===== src/rtl/mult_pkg.sv =====
// Shared constants, tag type and helpers for the multiplier arbiter slice.
package mult_pkg;

    function automatic int clog2(input int v);
        int r;
        r = 0;
        while ((1 << r) < v) r++;
        return r;
    endfunction

    // Issue register plus one Booth stage per operand bit.
    function automatic int MULT_LAT_OF(input int width);
        return width + 1;
    endfunction

    localparam int NREQ_MAX = 16;
    localparam int ID_W     = 4;

    typedef struct packed {
        logic            vld;
        logic [ID_W-1:0] id;
    } tag_t;

endpackage


===== src/rtl/mult_arbiter_if.sv =====
// Requester-side bus of the shared multiplier: request handshake, result strobe, status.
interface mult_arbiter_if #(
    parameter int WIDTH = 8,
    parameter int NREQ  = 4
);
    import mult_pkg::*;

    localparam int CW = clog2(MULT_LAT_OF(WIDTH) + 2);

    logic                    en;
    logic [NREQ-1:0]         req_valid;
    logic [NREQ-1:0]         req_ready;
    logic [NREQ*WIDTH-1:0]   req_a;
    logic [NREQ*WIDTH-1:0]   req_b;
    logic [NREQ-1:0]         rsp_valid;
    logic [2*WIDTH-1:0]      rsp_data;
    logic [CW-1:0]           inflight;
    logic                    busy;

    modport master (
        output en, req_valid, req_a, req_b,
        input  req_ready, rsp_valid, rsp_data, inflight, busy
    );

    modport slave (
        input  en, req_valid, req_a, req_b,
        output req_ready, rsp_valid, rsp_data, inflight, busy
    );

endinterface


===== src/rtl/multiplier.sv =====
// Radix-2 Booth signed multiplier, one partial-product step per pipeline stage (WIDTH stages).
module multiplier #(
    parameter int WIDTH = 8
) (
    input  logic                      clk,
    input  logic                      rst_n,
    input  logic signed [WIDTH-1:0]   a,
    input  logic signed [WIDTH-1:0]   b,
    output logic signed [2*WIDTH-1:0] c
);
    localparam int PW = 2 * WIDTH;

    logic [WIDTH-1:0][WIDTH-1:0] a_pipe, b_pipe;
    logic [WIDTH-1:0][PW-1:0]    acc_pipe, acc_d, acc_q;
    logic [WIDTH-2:0][WIDTH-1:0] a_q, b_q;

    // Bit pair {b[i], b[i-1]} selects +a, -a or nothing at weight 2^i.
    function automatic logic [PW-1:0] booth_step(input logic [PW-1:0]    acc,
                                                  input logic [WIDTH-1:0] op_a,
                                                  input logic [WIDTH-1:0] op_b,
                                                  input int               i);
        logic [PW-1:0]  ext;
        logic [WIDTH:0] bx;
        logic [1:0]     pair;
        ext  = {{WIDTH{op_a[WIDTH-1]}}, op_a} << i;
        bx   = {op_b, 1'b0};
        pair = bx[i +: 2];
        case (pair)
            2'b01:   return acc + ext;
            2'b10:   return acc - ext;
            default: return acc;
        endcase
    endfunction

    always_comb begin
        a_pipe[0]   = a;
        b_pipe[0]   = b;
        acc_pipe[0] = '0;
        for (int i = 1; i < WIDTH; i++) begin
            a_pipe[i]   = a_q[i-1];
            b_pipe[i]   = b_q[i-1];
            acc_pipe[i] = acc_q[i-1];
        end
        for (int i = 0; i < WIDTH; i++)
            acc_d[i] = booth_step(acc_pipe[i], a_pipe[i], b_pipe[i], i);
    end

    always_ff @(posedge clk or negedge rst_n) begin
        if (!rst_n) begin
            a_q   <= '0;
            b_q   <= '0;
            acc_q <= '0;
        end else begin
            a_q   <= a_pipe[WIDTH-2:0];
            b_q   <= b_pipe[WIDTH-2:0];
            acc_q <= acc_d;
        end
    end

    assign c = acc_q[WIDTH-1];

endmodule


===== src/rtl/rr_arbiter.sv =====
// Round-robin arbiter: one-hot grant to the first valid index at or after ptr.
module rr_arbiter import mult_pkg::*; #(
    parameter int N = 4
) (
    input  logic                clk,
    input  logic                rst_n,
    input  logic [N-1:0]        req,
    input  logic                en,
    output logic [N-1:0]        gnt,
    output logic [clog2(N)-1:0] gnt_idx
);
    localparam int IW = clog2(N);

    logic [IW-1:0] ptr_d, ptr_q;
    logic          found;
    int            idx;

    always_comb begin
        gnt     = '0;
        gnt_idx = '0;
        found   = 1'b0;
        idx     = 0;
        for (int k = 0; k < N; k++) begin
            idx = int'(ptr_q) + k;
            if (idx >= N) idx = idx - N;
            if (!found && req[idx]) begin
                found    = 1'b1;
                gnt[idx] = 1'b1;
                gnt_idx  = IW'(idx);
            end
        end
        // Reset gating keeps ready low for the whole reset window, not just after an edge.
        if (!(en && rst_n)) begin
            gnt     = '0;
            gnt_idx = '0;
        end
    end

    always_comb begin
        ptr_d = ptr_q;
        if (|gnt) ptr_d = (gnt_idx == IW'(N - 1)) ? '0 : gnt_idx + 1'b1;
    end

    always_ff @(posedge clk or negedge rst_n) begin
        if (!rst_n) ptr_q <= '0;
        else        ptr_q <= ptr_d;
    end

endmodule


===== src/rtl/mult_arbiter.sv =====
// Shares one pipelined multiplier among NREQ requesters; tags each issue and routes results back.
module mult_arbiter import mult_pkg::*; #(
    parameter int WIDTH = 8,
    parameter int NREQ  = 4
) (
    input  logic          clk,
    input  logic          rst_n,
    mult_arbiter_if.slave bus
);
    localparam int MULT_LAT = MULT_LAT_OF(WIDTH);
    localparam int IW       = clog2(NREQ);
    localparam int CW       = clog2(MULT_LAT + 2);

    logic [NREQ-1:0]           gnt;
    logic [IW-1:0]             gnt_idx;
    logic                      hs;
    logic signed [WIDTH-1:0]   mul_a_d, mul_a_q, mul_b_d, mul_b_q;
    logic signed [2*WIDTH-1:0] mul_c;
    tag_t [MULT_LAT-1:0]       tag_d, tag_q;
    logic [NREQ-1:0]           rsp_valid_d, rsp_valid_q;
    logic [2*WIDTH-1:0]        rsp_data_d, rsp_data_q;
    logic [CW-1:0]             inflight_d, inflight_q;

    rr_arbiter #(.N(NREQ)) u_arb (
        .clk     (clk),
        .rst_n   (rst_n),
        .req     (bus.req_valid),
        .en      (bus.en),
        .gnt     (gnt),
        .gnt_idx (gnt_idx)
    );

    assign bus.req_ready = gnt;
    assign hs            = |gnt;

    // Without a handshake the register holds; the product it keeps producing carries no valid tag.
    always_comb begin
        mul_a_d = mul_a_q;
        mul_b_d = mul_b_q;
        if (hs) begin
            mul_a_d = bus.req_a[int'(gnt_idx)*WIDTH +: WIDTH];
            mul_b_d = bus.req_b[int'(gnt_idx)*WIDTH +: WIDTH];
        end
    end

    multiplier #(.WIDTH(WIDTH)) u_mul (
        .clk   (clk),
        .rst_n (rst_n),
        .a     (mul_a_q),
        .b     (mul_b_q),
        .c     (mul_c)
    );

    always_comb begin
        tag_d[0].vld = hs;
        tag_d[0].id  = ID_W'(gnt_idx);
        for (int k = 1; k < MULT_LAT; k++) tag_d[k] = tag_q[k-1];
    end

    always_comb begin
        rsp_valid_d = '0;
        rsp_data_d  = rsp_data_q;
        if (tag_q[MULT_LAT-1].vld) begin
            rsp_data_d = mul_c;
            for (int i = 0; i < NREQ; i++)
                rsp_valid_d[i] = (tag_q[MULT_LAT-1].id == ID_W'(i));
        end
    end

    always_comb begin
        inflight_d = inflight_q + CW'(hs) - CW'(|rsp_valid_q);
    end

    always_ff @(posedge clk or negedge rst_n) begin
        if (!rst_n) begin
            mul_a_q     <= '0;
            mul_b_q     <= '0;
            tag_q       <= '0;
            rsp_valid_q <= '0;
            rsp_data_q  <= '0;
            inflight_q  <= '0;
        end else begin
            mul_a_q     <= mul_a_d;
            mul_b_q     <= mul_b_d;
            tag_q       <= tag_d;
            rsp_valid_q <= rsp_valid_d;
            rsp_data_q  <= rsp_data_d;
            inflight_q  <= inflight_d;
        end
    end

    assign bus.rsp_valid = rsp_valid_q;
    assign bus.rsp_data  = rsp_data_q;
    assign bus.inflight  = inflight_q;
    assign bus.busy      = (inflight_q != '0);

endmodule


===== src/flat_wrapper.sv =====
// flat-port wrapper written by rule: the top's interface ports become plain ports
module mult_arbiter_flat import mult_pkg::*;
#(
    parameter int WIDTH = 8,
    parameter int NREQ  = 4
)
  (clk, rst_n, bus_en, bus_req_valid, bus_req_a, bus_req_b, bus_req_ready, bus_rsp_valid, bus_rsp_data, bus_inflight, bus_busy);
  mult_arbiter_if #(.WIDTH(WIDTH), .NREQ(NREQ)) bus_i ();
  input  logic clk;
  input  logic rst_n;
  input wire logic [$bits(bus_i.en)-1:0] bus_en;
  input wire logic [$bits(bus_i.req_valid)-1:0] bus_req_valid;
  input wire logic [$bits(bus_i.req_a)-1:0] bus_req_a;
  input wire logic [$bits(bus_i.req_b)-1:0] bus_req_b;
  output wire logic [$bits(bus_i.req_ready)-1:0] bus_req_ready;
  output wire logic [$bits(bus_i.rsp_valid)-1:0] bus_rsp_valid;
  output wire logic [$bits(bus_i.rsp_data)-1:0] bus_rsp_data;
  output wire logic [$bits(bus_i.inflight)-1:0] bus_inflight;
  output wire logic [$bits(bus_i.busy)-1:0] bus_busy;
  assign bus_i.en = bus_en;
  assign bus_i.req_valid = bus_req_valid;
  assign bus_i.req_a = bus_req_a;
  assign bus_i.req_b = bus_req_b;
  assign bus_req_ready = bus_i.req_ready;
  assign bus_rsp_valid = bus_i.rsp_valid;
  assign bus_rsp_data = bus_i.rsp_data;
  assign bus_inflight = bus_i.inflight;
  assign bus_busy = bus_i.busy;
  mult_arbiter #(.WIDTH(WIDTH), .NREQ(NREQ)) u_core (.clk(clk), .rst_n(rst_n), .bus(bus_i));
endmodule

===== config.mk =====
export PLATFORM = sky130hd
export DESIGN_NAME = mult_arbiter_flat
export DESIGN_NICKNAME = d
export VERILOG_FILES = /design/src/rtl/mult_pkg.sv /design/src/rtl/mult_arbiter_if.sv /design/src/rtl/multiplier.sv /design/src/rtl/rr_arbiter.sv /design/src/rtl/mult_arbiter.sv /design/src/flat_wrapper.sv
export SDC_FILE = /design/constraint.sdc
export NUM_CORES = 1
export LEC_CHECK = 0
export ABC_AREA = 0
export ABC_CLOCK_PERIOD_IN_PS = 3700
export CAP_MARGIN = 25
export CORE_MARGIN = 10
export CORE_UTILIZATION = 54
export CTS_CLUSTER_SIZE = 40
export DETAILED_ROUTE_END_ITERATION = 12
export MAX_ROUTING_LAYER = met4
export PLACE_DENSITY = 0.77
export SLEW_MARGIN = 20
export SYNTH_ARGS = -nofsm -noshare
export SYNTH_HDL_FRONTEND = slang
export SYNTH_SLANG_ARGS = --single-unit

===== constraint.sdc =====
create_clock -name clk -period 3.7 [get_ports clk]
set_input_delay 0.37 -clock clk [delete_from_list [all_inputs] [get_ports clk]]
set_output_delay 0.37 -clock clk [all_outputs]
set_load 0.03 [all_outputs]

-- Word-level counts from Yosys, hierarchy flattened
Index checks and enable logic that the tools add are counted.
- input port bits: 71
- flip-flop bits (word level): 309
- logic and storage cells: 168
- output and inout port bits: 29
- bitwise gates (word level): 3
- reductions and logical operators: 15
- add/sub/neg operators: 25
- $lt $le $gt $ge: 12
- shift operators: 2
- mux-type cells: 47
- equality and inequality tests: 18
- operators by type and width (operator ; count):
    $pmux W16 S2 ; 7
    $ge A32 B1 Y1 const B ; 4
    $lt A32 B4 Y1 const B ; 4
    $mux W32 ; 4
    $add A16 B16 Y16 ; 7
    $sub A16 B16 Y16 ; 7
    $shiftx A32 B6 Y8 ; 2
    $mux W4 ; 6
    $eq A2 B2 Y1 const B ; 10
    $eq A2 B1 Y1 const B ; 8
    $mux W16 ; 1
    $mux W1 ; 15
    $mux W2 ; 6
    $or A4 B4 Y4 ; 3
    $sub A3 B3 Y4 const B ; 3
    $ge A3 B3 Y1 const B ; 3
    $sub A1 B8 Y9 const A ; 1
    $bmux W1 S2 ; 4
    $demux W1 S2 ; 4
    $logic_and A1 B1 Y1 ; 8
    $reduce_or A4 Y1 ; 2
    $add A2 B2 Y3 const B ; 2
    $add A4 B1 Y4 ; 1
    $logic_not A4 Y1 ; 1
    7 further kinds ; 9

-- Longest topological paths before layout
Gate-level depths: netlist of the first run.
- depth after elaboration: 19
- mapped depth: 14

-- Cells and area by module
Synthesis of the first run repeated with hierarchy kept, for this count alone.
- cells, all modules: 1273
- area, all modules: 14336.2 µm²
- by module, submodules not included (module ; sequential area each (µm²) ; times used ; cells an instance ; area each (µm²)):
    multiplier ; 5305.1 ; 1 ; 1033 ; 10916.7
    mult_arbiter ; 1676.6 ; 1 ; 149 ; 2718.9
    rr_arbiter ; 50.0 ; 1 ; 91 ; 700.7

-- Least setup slack after synthesis of the first run
No wires, ideal clock.
- path kind: reg-to-reg
- start: register u_core.u_arb.ptr_q[1]
- end: register u_core.inflight_q[2], in the netlist u_core.bus.inflight[2]
- arrival time: 3.373 ns
- setup time: 0.123 ns
- stages on the path, launching flop included: 15
- setup slack: 0.205 ns
- cells stage by stage: dfrtp_1 buf_2 inv_1 ha_1 or3_4 or3_4 o311ai_4 o21a_4 o22ai_2 a41oi_4 buf_12 ha_1 inv_1 fa_1 xnor2_1
- word-level cells in the longest chain between the ends: 19
- RTL lines (item ; line ; source):
    start: declaration ; rr_arbiter.sv:14 ; logic [IW-1:0] ptr_d, ptr_q;
    start signal: assignment ; rr_arbiter.sv:46 ; else ptr_q <= ptr_d;
    branches (longest 14 deep; another with $ge A32 B1 Y1) ; -- ;
    $mux W4 * ; rr_arbiter.sv:26 ; if (!found && req[idx]) begin
    $mux W4 * ; rr_arbiter.sv:33 ; if (!(en && rst_n)) begin
    $reduce_or A4 Y1 * ; mult_arbiter.sv:34 ; assign hs = |gnt;
    named net u_core.hs ; mult_arbiter.sv:16 ; logic hs;
    $add A4 B1 Y4 * ; mult_arbiter.sv:71 ; inflight_d = inflight_q + CW'(hs) - CW'(|rsp_valid_q);
    $sub A4 B1 Y4 * ; mult_arbiter.sv:71 ;
    named net u_core.inflight_d[2] ; mult_arbiter.sv:22 ; logic [CW-1:0] inflight_d, inflight_q;
    end signal: assignment ; mult_arbiter.sv:88 ; inflight_q <= inflight_d;
    end: declaration ; mult_arbiter.sv:22 ;
Mark *: on every way through the listed nets, which the timed path passes. The select of a mux whose other input is x is not followed.
A chain may end at the register's enable or synchronous reset.

-- Final worst setup path of the first run
- start: register u_core.u_arb.ptr_q[0]
- end: output bus_req_ready[0]
- word-level cells in the longest chain between the ends: 16
- RTL lines (item ; line ; source):
    branches (longest 14 deep; another with $ge A32 B1 Y1) ; -- ;
    $mux W4 * ; rr_arbiter.sv:26 ;
    $mux W4 * ; rr_arbiter.sv:33 ;
    end: declaration ; flat_wrapper.sv:15 ; output wire logic [$bits(bus_i.req_ready)-1:0] bus_req_ready;
Every way passes the cells marked *. The select of a mux whose other input is x is not followed.

==> results of run 1 <==
==> repair_timing <==
action | in CTS | in global routing
endpoints found under the hold margin | 39 | 0
hold buffers | 1 | 0
gates resized for setup | 4 | 3
setup endpoints to repair | 4 | 3
==> metal layers <==
layer | wire length [um] | share of wire [%] | global-route usage (%)
met5 | 0 | 0 | -
met3 | 918 | 3.3 | 2.402
met2 | 15490 | 56 | 32.97
met4 | 773 | 2.8 | 4.851
met1 | 10710 | 38 | 17.17
==> worst paths after layout <==
check,slack (ns),start,endpoint
min reg2reg,0.34,u_core.u_mul.acc_pipe[96],u_core.u_mul.acc_pipe[112]
min,0.32,rst_n,u_core.u_mul.c[15]
max in group asynchronous,2.20,rst_n,u_core.mul_a_q[1]
min in group clk,0.34,u_core.u_mul.acc_pipe[96],u_core.u_mul.acc_pipe[112]
max,0.16,u_core.u_arb.ptr_q[0],bus_req_ready[0]
max reg2reg,0.28,u_core.u_mul.a_pipe[25],u_core.u_mul.acc_pipe[79]
==> cells by family (layout without fill, tap and decap cells) <==
family / Yosys count / after routing / share of synthesized area [%]
compound gates: 286 / 286 / 12.74
xor+xnor: 89 / 89 / 5.338
fa+ha+maj: 110 / 110 / 9.835
buf+inv: 128 / 253 / 3.556
flops: 281 / 281 / 48.15
mux: 117 / 117 / 8.619
simple gates: 342 / 342 / 11.76
==> layout make-up <==
cell class                 count  area share [%]
sequential                   281           41.16
multi-input combinational    944           41.30
inverter                      87           1.911
clock inverter                18           1.985
timing repair buffer         113           6.481
tap                          341           2.497
clock buffer                  35           4.672
==> worst max-delay path: stages (launching register included) <==
cell,delay (ns)
dfrtp_1,0.34
inv_1,0.10
ha_1,0.44
mux4_2,0.65
nor2_2,0.23
a221o_1,0.21
o21ai_0,0.09
a21oi_1,0.15
dlygate4sd2_1,0.43
==> layout by cell type (no fill, tap or decap), drive strengths merged, types with 6 or more instances in the layout <==
cell,count
o21ai,93
mux2,39
a21boi,7
bufinv,9
o31ai,18
buf,14
nor4b,6
o21a,16
a31oi,13
xnor2,63
dfrtp,281
ha,102
nor3,30
and3,9
nand2b,17
nand3,13
o211ai,6
nand2,87
nand3b,8
nor2,92
or3,9
clkbuf,36
inv,89
a21oi,59
and2,11
clkdlybuf4s50,94
xor2,26
a21o,15
nor3b,19
fa,8
a211oi,11
nor2b,19
mux2i,77
==> metrics by stage <==
stage / utilization [%] / instances / cell area [um2] / hold slack (ns)
2_1_floorplan: - / 1353 / 14600 / 0.07441
3_3_place_gp: 59.49 / 1765 / 15940 / 0.2921
3_5_place_dp: 59.49 / 1765 / 15940 / 0.2894
4_1_cts: 63.75 / 1819 / 17090 / 0.3112
5_1_grt: 63.75 / 1819 / 17090 / 0.3366
6_report: 63.75 / 1819 / 17090 / 0.3172
==> flip-flops by register name (all words and copies together), names as in the netlist <==
register and cells:
u_core.tag_q 3, u_core.mul_b_q 8, u_core.u_arb.ptr_q 2, u_core.u_mul.a_pipe 56, u_core.bus.rsp_data 16, u_core.tag_d 24, u_core.bus.rsp_valid 4, u_core.u_mul.acc_pipe 105
u_core.u_mul.b_pipe 35, u_core.mul_a_q 8, u_core.bus.inflight 4, u_core.u_mul.c 16
==> metrics.yaml, run 1 <==
run_status:
  outcome: "finished clean"
route:
  detail_route.drc_violations: 0
  drt_first_iter_violations: 460
  finalWirelength_um: 27890
  vias_per_cell: 5.587
  route.antenna.remaining_nets: 0
  routed-via-count: 10160
  avgRoutedWirePerCell_um: 15.33
  detailedRoute.firstPassIterationCount: 5
clock_network:
  postCtsSetupBuffers: 0
  numCtsBuffers: 29
  path_clk_slew_ns: 0.06
  cts_tree: "done"
  clkSinkCount: 281
  cts_root_buffer: "clkbuf_16"
  clk_latency_ns: 0.53
  cts.path.max_buffers: 3
  ctsHtreeMaxLevel: 1
critical_path:
  rr_worst_depth: 13
  startpoint_to_endpoint_class_of_the_critical_path: "reg2out"
  worstPathArrival_ns: 3.17
  critPathRequiredTime_ns: 3.33
  critical_path.endpoint_type: "primary output"
  worst-path-max-fanout: 7
  crit_path_start_kind: "register"
global_route:
  grt_start_max_net_pins: 179
  grt_pass1_vias: 10600
  wire_length_of_the_first_global_routing_pass_um: 47810
  antenna_found_initial: 0
  global_route.overflow_total: 0
  grt.total_usage_pct: 16.98
final_layout:
  areaGrowthSynthToFinish_pct: 16.99
  multiInputGateArea_um2: 7056
  num-nets-final: 1637
  n_antenna_cell: 0
  fill_cells: 2081
  post_route_cells_drive_above_1_share_pct: 8.390
  ff_latch_area_um2: 7032
synthesis:
  yosys_register_bits: 281
  post_synth_inst_count: 1353
  syn-mean-instance-area_um2: 10.79
  syn_nets: 1534
  yosysTopAreaCell: "dfrtp_1"
  synth_top_area_share_pct: 48.15
  ys_seq_area_share_pct: 48.15
  ys_warn_count: 0
  number_of_enable_type_register_cells_in_the_synthesized_netlist: 0
  most_frequently_used_cell_type_in_the_post_synthesis_netlist: "dfrtp_1"
  post_synth_instance_area_um2: 14600
  post_synth_main_area_contributors: "dfrtp_1, ha_1, mux2i_1, xnor2_1, o21ai_0"
  yosysUniqueCellTypes: 72
  synthTopCellsByCount: "dfrtp_1, ha_1, nor2_1, o21ai_0, nand2_1"
  synthArstFlopShare_pct: 100.0
  dominant_register_cell_in_the_synthesized_netlist: "dfrtp_1"
timing:
  worst-slew-pin-transition_ns: 0.8916
  final_count_of_pins_violating_max_slew: 0
  rsz0062_at_grt: "no"
  fin_skew_ns: 0.009551
  fin_crit_sh_pct: 95.70
  fin_ws_ns: 0.1590
  setup-tns-final_ns: 0
  final_hold_viol_count: 0
  fin_crit_ns: 3.541
  setup_viol: 0
  maxSlewHeadroom_pct: 40.56
  fmax_mhz: 282.4
floorplanning:
  die_h_um: 184.5
  io_pins: 100
  die-width_um: 184.5
  area_of_the_die_um2: 34020
  coreArea_um2: 26800
  core.rowCount: 60
  initial_utilization_pct: 54.49
placed_design:
  hpwlAfterDp_um: 20600
  gp_congestion: 0.8533
  dp_slack_ns: 0.2888
  place.port_buffers: 99
flow_run:
  drv_cap: 0
worst_hold_path:
  hp-class: "in2async"
Power of run 1 is not shown: default switching activity piles up to over one toggle a cycle in this logic, so the estimate is an artifact.
==> inputs of run 2 (changes only) <==
SLEW_MARGIN = unset   (was 20)
==> results of run 2 <==
The final DEF is identical to that of run 1; final timing and power are the same.
Power of run 2 is left out for the same reason.
